## config.mk

```make
export PLATFORM = sky130hd
export DESIGN_NAME = data_memory_bank
export DESIGN_NICKNAME = d
export VERILOG_FILES = /design/src/rtl/data_memory_bank.sv
export SDC_FILE = /design/constraint.sdc
export NUM_CORES = 2
export LEC_CHECK = 0
export ABC_AREA = 1
export BUFFER_PORTS_ARGS = -buffer_cell sky130_fd_sc_hd__buf_2
export CAP_MARGIN = 20
export CELL_PAD_IN_SITES_DETAIL_PLACEMENT = 2
export CELL_PAD_IN_SITES_GLOBAL_PLACEMENT = 2
export CORE_ASPECT_RATIO = 0.5
export CORE_MARGIN = 3
export CORE_UTILIZATION = 40
export DETAILED_ROUTE_END_ITERATION = 12
export HOLD_SLACK_MARGIN = 0.08
export PLACE_DENSITY = 0.83
export RECOVER_POWER = 25
export REMOVE_ABC_BUFFERS = 1
export SYNTH_ARGS = -nofsm -noshare
export SYNTH_HDL_FRONTEND = slang
export SYNTH_SLANG_ARGS = --single-unit
```

## constraint.sdc

```tcl
create_clock -name clk -period 2.1 [get_ports clk]
set_input_delay 0.42 -clock clk [delete_from_list [all_inputs] [get_ports clk]]
set_output_delay 0.42 -clock clk [all_outputs]
set_load 0.01 [all_outputs]
```

## src/rtl/data_memory_bank.sv

```systemverilog
// data_memory_bank: single-clock data memory between load/store and write-back.
// One read or write per cycle over a req/ack handshake, per-byte write mask,
// misaligned / out-of-range accesses answered with addrError.
// Define DATA_MEMORY_BANK_CLEAR_EN to add a post-reset zero sweep of the array.
module data_memory_bank #(
    parameter int DATA_WIDTH = 32,
    parameter int DEPTH      = 64,
    parameter int ADDR_WIDTH = 32
) (
    input  logic                    clk,
    input  logic                    rst_n,
    input  logic                    req,
    input  logic                    writeEn,
    input  logic [DATA_WIDTH/8-1:0] byteEn,
    input  logic [ADDR_WIDTH-1:0]   address,
    input  logic [DATA_WIDTH-1:0]   dataInput,
    output logic [DATA_WIDTH-1:0]   dataOutput,
    output logic                    ack,
    output logic                    addrError,
    output logic                    busy
);
    localparam int B  = DATA_WIDTH / 8;
    localparam int S  = $clog2(B);
    localparam int IW = $clog2(DEPTH);

    logic [DATA_WIDTH-1:0] mem [DEPTH];
    logic [ADDR_WIDTH-1:0] word_index;
    logic [IW-1:0]         idx;
    logic                  misaligned;
    logic                  out_of_range;
    logic                  access_error;
    logic                  accept;
    logic                  write_valid;
    logic                  clearing;
    logic [IW-1:0]         clr_idx;

    assign word_index   = address >> S;
    assign idx          = word_index[IW-1:0];
    assign out_of_range = word_index >= ADDR_WIDTH'(DEPTH);

    // Byte-wide words have no sub-word offset, so they can never be misaligned.
    generate
        if (S > 0) begin : g_align
            assign misaligned = |address[S-1:0];
        end else begin : g_no_align
            assign misaligned = 1'b0;
        end
    endgenerate

    assign access_error = misaligned | out_of_range;
    assign accept       = req & ~busy;
    assign write_valid  = accept & writeEn & ~access_error;

`ifdef DATA_MEMORY_BANK_CLEAR_EN
    typedef enum logic {CLEAR, IDLE} state_t;
    state_t state;

    assign clearing = (state == CLEAR);
`else
    assign clearing = 1'b0;
    assign clr_idx  = '0;
    assign busy     = 1'b0;
`endif

    // Storage array: the clear sweep has priority, otherwise masked byte-lane writes.
    always_ff @(posedge clk) begin
        if (clearing) begin
            mem[clr_idx] <= '0;
        end else if (write_valid) begin
            for (int i = 0; i < B; i++) begin
                if (byteEn[i]) begin
                    mem[idx][i*8 +: 8] <= dataInput[i*8 +: 8];
                end
            end
        end
    end

    // Control: clear sequencer plus the registered ack / error / read-data response.
    always_ff @(posedge clk or negedge rst_n) begin
        if (!rst_n) begin
            dataOutput <= '0;
            ack        <= 1'b0;
            addrError  <= 1'b0;
`ifdef DATA_MEMORY_BANK_CLEAR_EN
            state      <= CLEAR;
            busy       <= 1'b1;
            clr_idx    <= '0;
`endif
        end else begin
            ack       <= 1'b0;
            addrError <= 1'b0;
`ifdef DATA_MEMORY_BANK_CLEAR_EN
            case (state)
                CLEAR: begin
                    clr_idx <= clr_idx + 1'b1;
                    if (clr_idx == IW'(DEPTH - 1)) begin
                        state <= IDLE;
                        busy  <= 1'b0;
                    end
                end
                IDLE: begin
                    busy <= 1'b0;
                end
                default: begin
                    state <= CLEAR;
                    busy  <= 1'b1;
                end
            endcase
`endif
            if (accept) begin
                ack <= 1'b1;
                if (access_error) begin
                    addrError  <= 1'b1;
                    dataOutput <= '0;
                end else if (!writeEn) begin
                    dataOutput <= mem[idx];
                end
            end
        end
    end

endmodule

```

==> flow_summary.toml, run 1 <==
[logic_synthesis]
syn-mean-instance-area_sq_um = 12.1
yosys_warnings = 0
post-synth-top-count-cell = "nand2_1"
ys_ff_latch = 2082
synthTopCellsByCount = "2561 x nand2_1, 2048 x edfxtp_1, 1050 x nand3_1, 357 x nor2_1, 236 x nand4_1"
yosysTopAreaCell = "edfxtp_1"
synth.top_cell.area_share = 0.746
synth_edf_count = 2048
synth_cell_types = 27
syn_inst = 6812
synthFlopType = "edfxtp_1"
syn_area_sq_mm = 0.0825
synth-async-reset-ratio = 0.0163
ys_top_cells_by_area = "edfxtp_1 75%, nand2_1 12%, nand3_1 6.4%"
synth-seq-area-share = 0.756

[floorplanning]
die_w_um = 648
start_util = 0.404
dieHeight_um = 327
num_rows = 117
io_pins = 107

[status]
stop_stage = "3_5_place_dp"
status = "stopped before the end"
tool.error = "[ERROR DPL-0033] detailed placement checks failed during check placement."

[placed_design]
place_congestion = 0.878
portBuffers = 105
dp_hpwl_um = 258000
==> cell families after synthesis <==
kind of cell / count (synthesis) / synth area share
simple gates: 4239 / 0.217
flops: 2082 / 0.756
buf+inv: 466 / 0.0248
compound gates: 24 / 0.00156
other cells: 1 / 0.0000455
==> per-stage QoR <==
stage / worst slack (ps) / cells / area, sq um / hold slack (ps)
after floorplan: -7280 / 6409 / 80600 / 124
after global placement: -359 / 10100 / 92700 / 427
==> run 2, diff against run 1 <==
--- a/config.mk
+++ b/config.mk
@@ -8,14 +8,10 @@
 export ABC_AREA = 1
 export BUFFER_PORTS_ARGS = -buffer_cell sky130_fd_sc_hd__buf_2
 export CAP_MARGIN = 20
-export CELL_PAD_IN_SITES_DETAIL_PLACEMENT = 2
-export CELL_PAD_IN_SITES_GLOBAL_PLACEMENT = 2
-export CORE_ASPECT_RATIO = 0.5
 export CORE_MARGIN = 3
-export CORE_UTILIZATION = 40
+export CORE_UTILIZATION = 25
 export DETAILED_ROUTE_END_ITERATION = 12
-export HOLD_SLACK_MARGIN = 0.08
-export PLACE_DENSITY = 0.83
+export PLACE_DENSITY_LB_ADDON = 0.15
 export RECOVER_POWER = 25
 export REMOVE_ABC_BUFFERS = 1
 export SYNTH_ARGS = -nofsm -noshare
==> flow_summary.toml, run 2 <==
[logic_synthesis]
yosysTopAreaCell = "edfxtp_1"
synthTopCellsByCount = "2561 x nand2_1, 2048 x edfxtp_1, 1050 x nand3_1, 357 x nor2_1, 236 x nand4_1"
post-synth-top-count-cell = "nand2_1"
synth.top_cell.area_share = 0.746
ys_ff_latch = 2082
syn_area_sq_mm = 0.0825
syn-mean-instance-area_sq_um = 12.1
synth-seq-area-share = 0.756
syn_inst = 6812
synth_cell_types = 27
yosys_warnings = 0
synth-async-reset-ratio = 0.0163
ys_top_cells_by_area = "edfxtp_1 75%, nand2_1 12%, nand3_1 6.4%"
synthFlopType = "edfxtp_1"
synth_edf_count = 2048

[drt]
ant_nets = 0
num_vias = 54500
wirelength_um = 287000
drt_iter0_drc = 4957
drt_pass1_iterations = 7
drcViolationCount = 0
viasPerCell = 4.49
routedWlPerCell_um = 23.6

[clock_network]
clk_pin_slew_ps = 60
ctsHoldBuffers = 16
htreeDepth = 4
ctsResizeCount = 0
post_cts_buffers = 0
cts_made_buffers = 231
tritoncts = "built"
clockBufferDepth = 4
clock_latency_ps = 910
cts_sinks = 2082
root_buffer = "clkbuf_16"

[layout]
fin_area_sq_mm = 0.103
nets = 7671
layout_common_cells = "2560 x nand2_1, 2048 x edfxtp_1, 1050 x nand3_1"
syn_to_final_growth_pct = 24.3
fin_cells = 12100
top_regs = "mem: 2048 flops, dataOutput: 32 flops"
regMostFlops = "mem"
largest_reg_flops = 2048
final_common_cell = "nand2_1"
drive_above_1_share = 0.167

[setup_path]
end_kind = "primary output"
arrival_ps = 1590
rrSetupSlack_ps = 160
worst-path-buf-inv = 1
crit_fanout = 2
slowest_delay_ps = 500
critical_path.top_delay_family = "flip-flops"
start_kind = "flip-flop"
path_cells = "buf_2"
criticalPathCategory = "reg -> out"
slowest_stage = "dfrtp_1"
cp.required_ps = 1680

[placed_design]
portBuffers = 105
place_congestion = 0.854
dpl_cell_area_sq_mm = 0.0953
dp_hpwl_um = 192000
placedCellCount = 11700

[power_and_ir_drop]
swShare = 0.226
peakVddDrop_uv = 722
seq_power_share = 0.507
power.leakage_nw = 36.4
p_per_area_mw_per_mm2 = 879
power_switching_w = 0.0204
power_w = 0.0901
combPwrFrac = 0.057
p_clk_frac = 0.437
p_int_w = 0.0698

[timing]
min_period_over_period = 0.959
worstMarginPinSlew_ps = 2080
slew_headroom = -0.389
setup_tns_ps = 0
drv_slew = 845
max_freq_ghz = 0.497
finalSetupViolations = 0
whs_ps = 70.4
skew_ps = 43.9
fin_crit_ps = 2010
hold_viol = 0

[floorplanning]
start_util = 0.251
io_pins = 107
die_w_um = 580
core-area_sq_mm = 0.328
dieHeight_um = 580
num_rows = 210
die_area_sq_mm = 0.337

[grt]
grtUsageTotal = 0.166
grt_remaining_overflow = 0
grt_pass1_wl_um = 407000
grt_pass1_vias = 53600
grt_max_degree = 65
antenna_found_initial = 20

[status]
failed_checks = "max-capacitance violations, max-slew violations"
status = "finished with violations"

[min_path]
hold_path.class = "in -> reg"

[job]
cap_violations = 13
-- run 2: cell counts after synthesis --
Identical to the previous run, type by type.
-- run 2: cell type report --
class                      count  area (sq um)
antenna                        3          7.51
clock buffer                 289          6200
clock inverter               130          1110
fill                       33300        225000
inverter                      63           251
multi-input combinational   4264         18200
sequential                  2082         62300
tap                         4346          5440
timing repair buffer         957          9000
-- run 2: path summary, 6_finish.rpt --
kind	cells past startpoint	startpoint	to
worst min-delay path	6	address[20]	addrError$_DFF_PN0_
worst max-delay path	1	dataOutput[30]$_DFFE_PN0P_	dataOutput[30]
worst max register to register	10	mem[4][30]$_DFFE_PP_	dataOutput[30]$_DFFE_PN0P_
max in group asynchronous	3	rst_n	dataOutput[0]$_DFFE_PN0P_
min in group asynchronous	2	rst_n	dataOutput[25]$_DFFE_PN0P_
worst min register to register	2	dataOutput[9]$_DFFE_PN0P_	dataOutput[9]$_DFFE_PN0P_
-- run 2: power by group through the flow --
stage               logic (W)  registers [W]  clock network, W
floorplan             0.00220         0.0465                 0
global placement      0.00527         0.0465                 0
detailed placement    0.00527         0.0465                 0
CTS                   0.00531         0.0456            0.0405
global route          0.00558         0.0456            0.0422
finish                0.00510         0.0457            0.0393
-- run 2: layer usage --
metal / global-route usage / routed length (um) / up-vias
met1: 0.239 / 135000 / 27200
met5: 0 / 24 / -
li1: - / - / 25500
met4: 0.0465 / 8190 / 4
met2: 0.262 / 130000 / 1370
met3: 0.0221 / 13100 / 386
-- run 2: stage by stage --
step / setup slack, ps / util
after floorplan: -7280 / -
after global placement: -704 / 0.291
after detailed placement: -688 / 0.291
after CTS: 12.7 / 0.314
after global routing: -5.49 / 0.313
final: 86.3 / 0.313
-- run 2: cells by family (layout without fill, tap and decap cells) --
| family | count (synthesis) | after routing | synth area share |
|---|---|---|---|
| buffers and inverters | 466 | 1439 | 0.0248 |
| and+or+nand+nor | 4239 | 4239 | 0.217 |
| AOI/OAI and AO/OA | 24 | 24 | 0.00156 |
| other | 1 | 4 | 0.0000455 |
| DFF | 2082 | 2082 | 0.756 |
No activity file was read; power rests on OpenSTA's default activity.
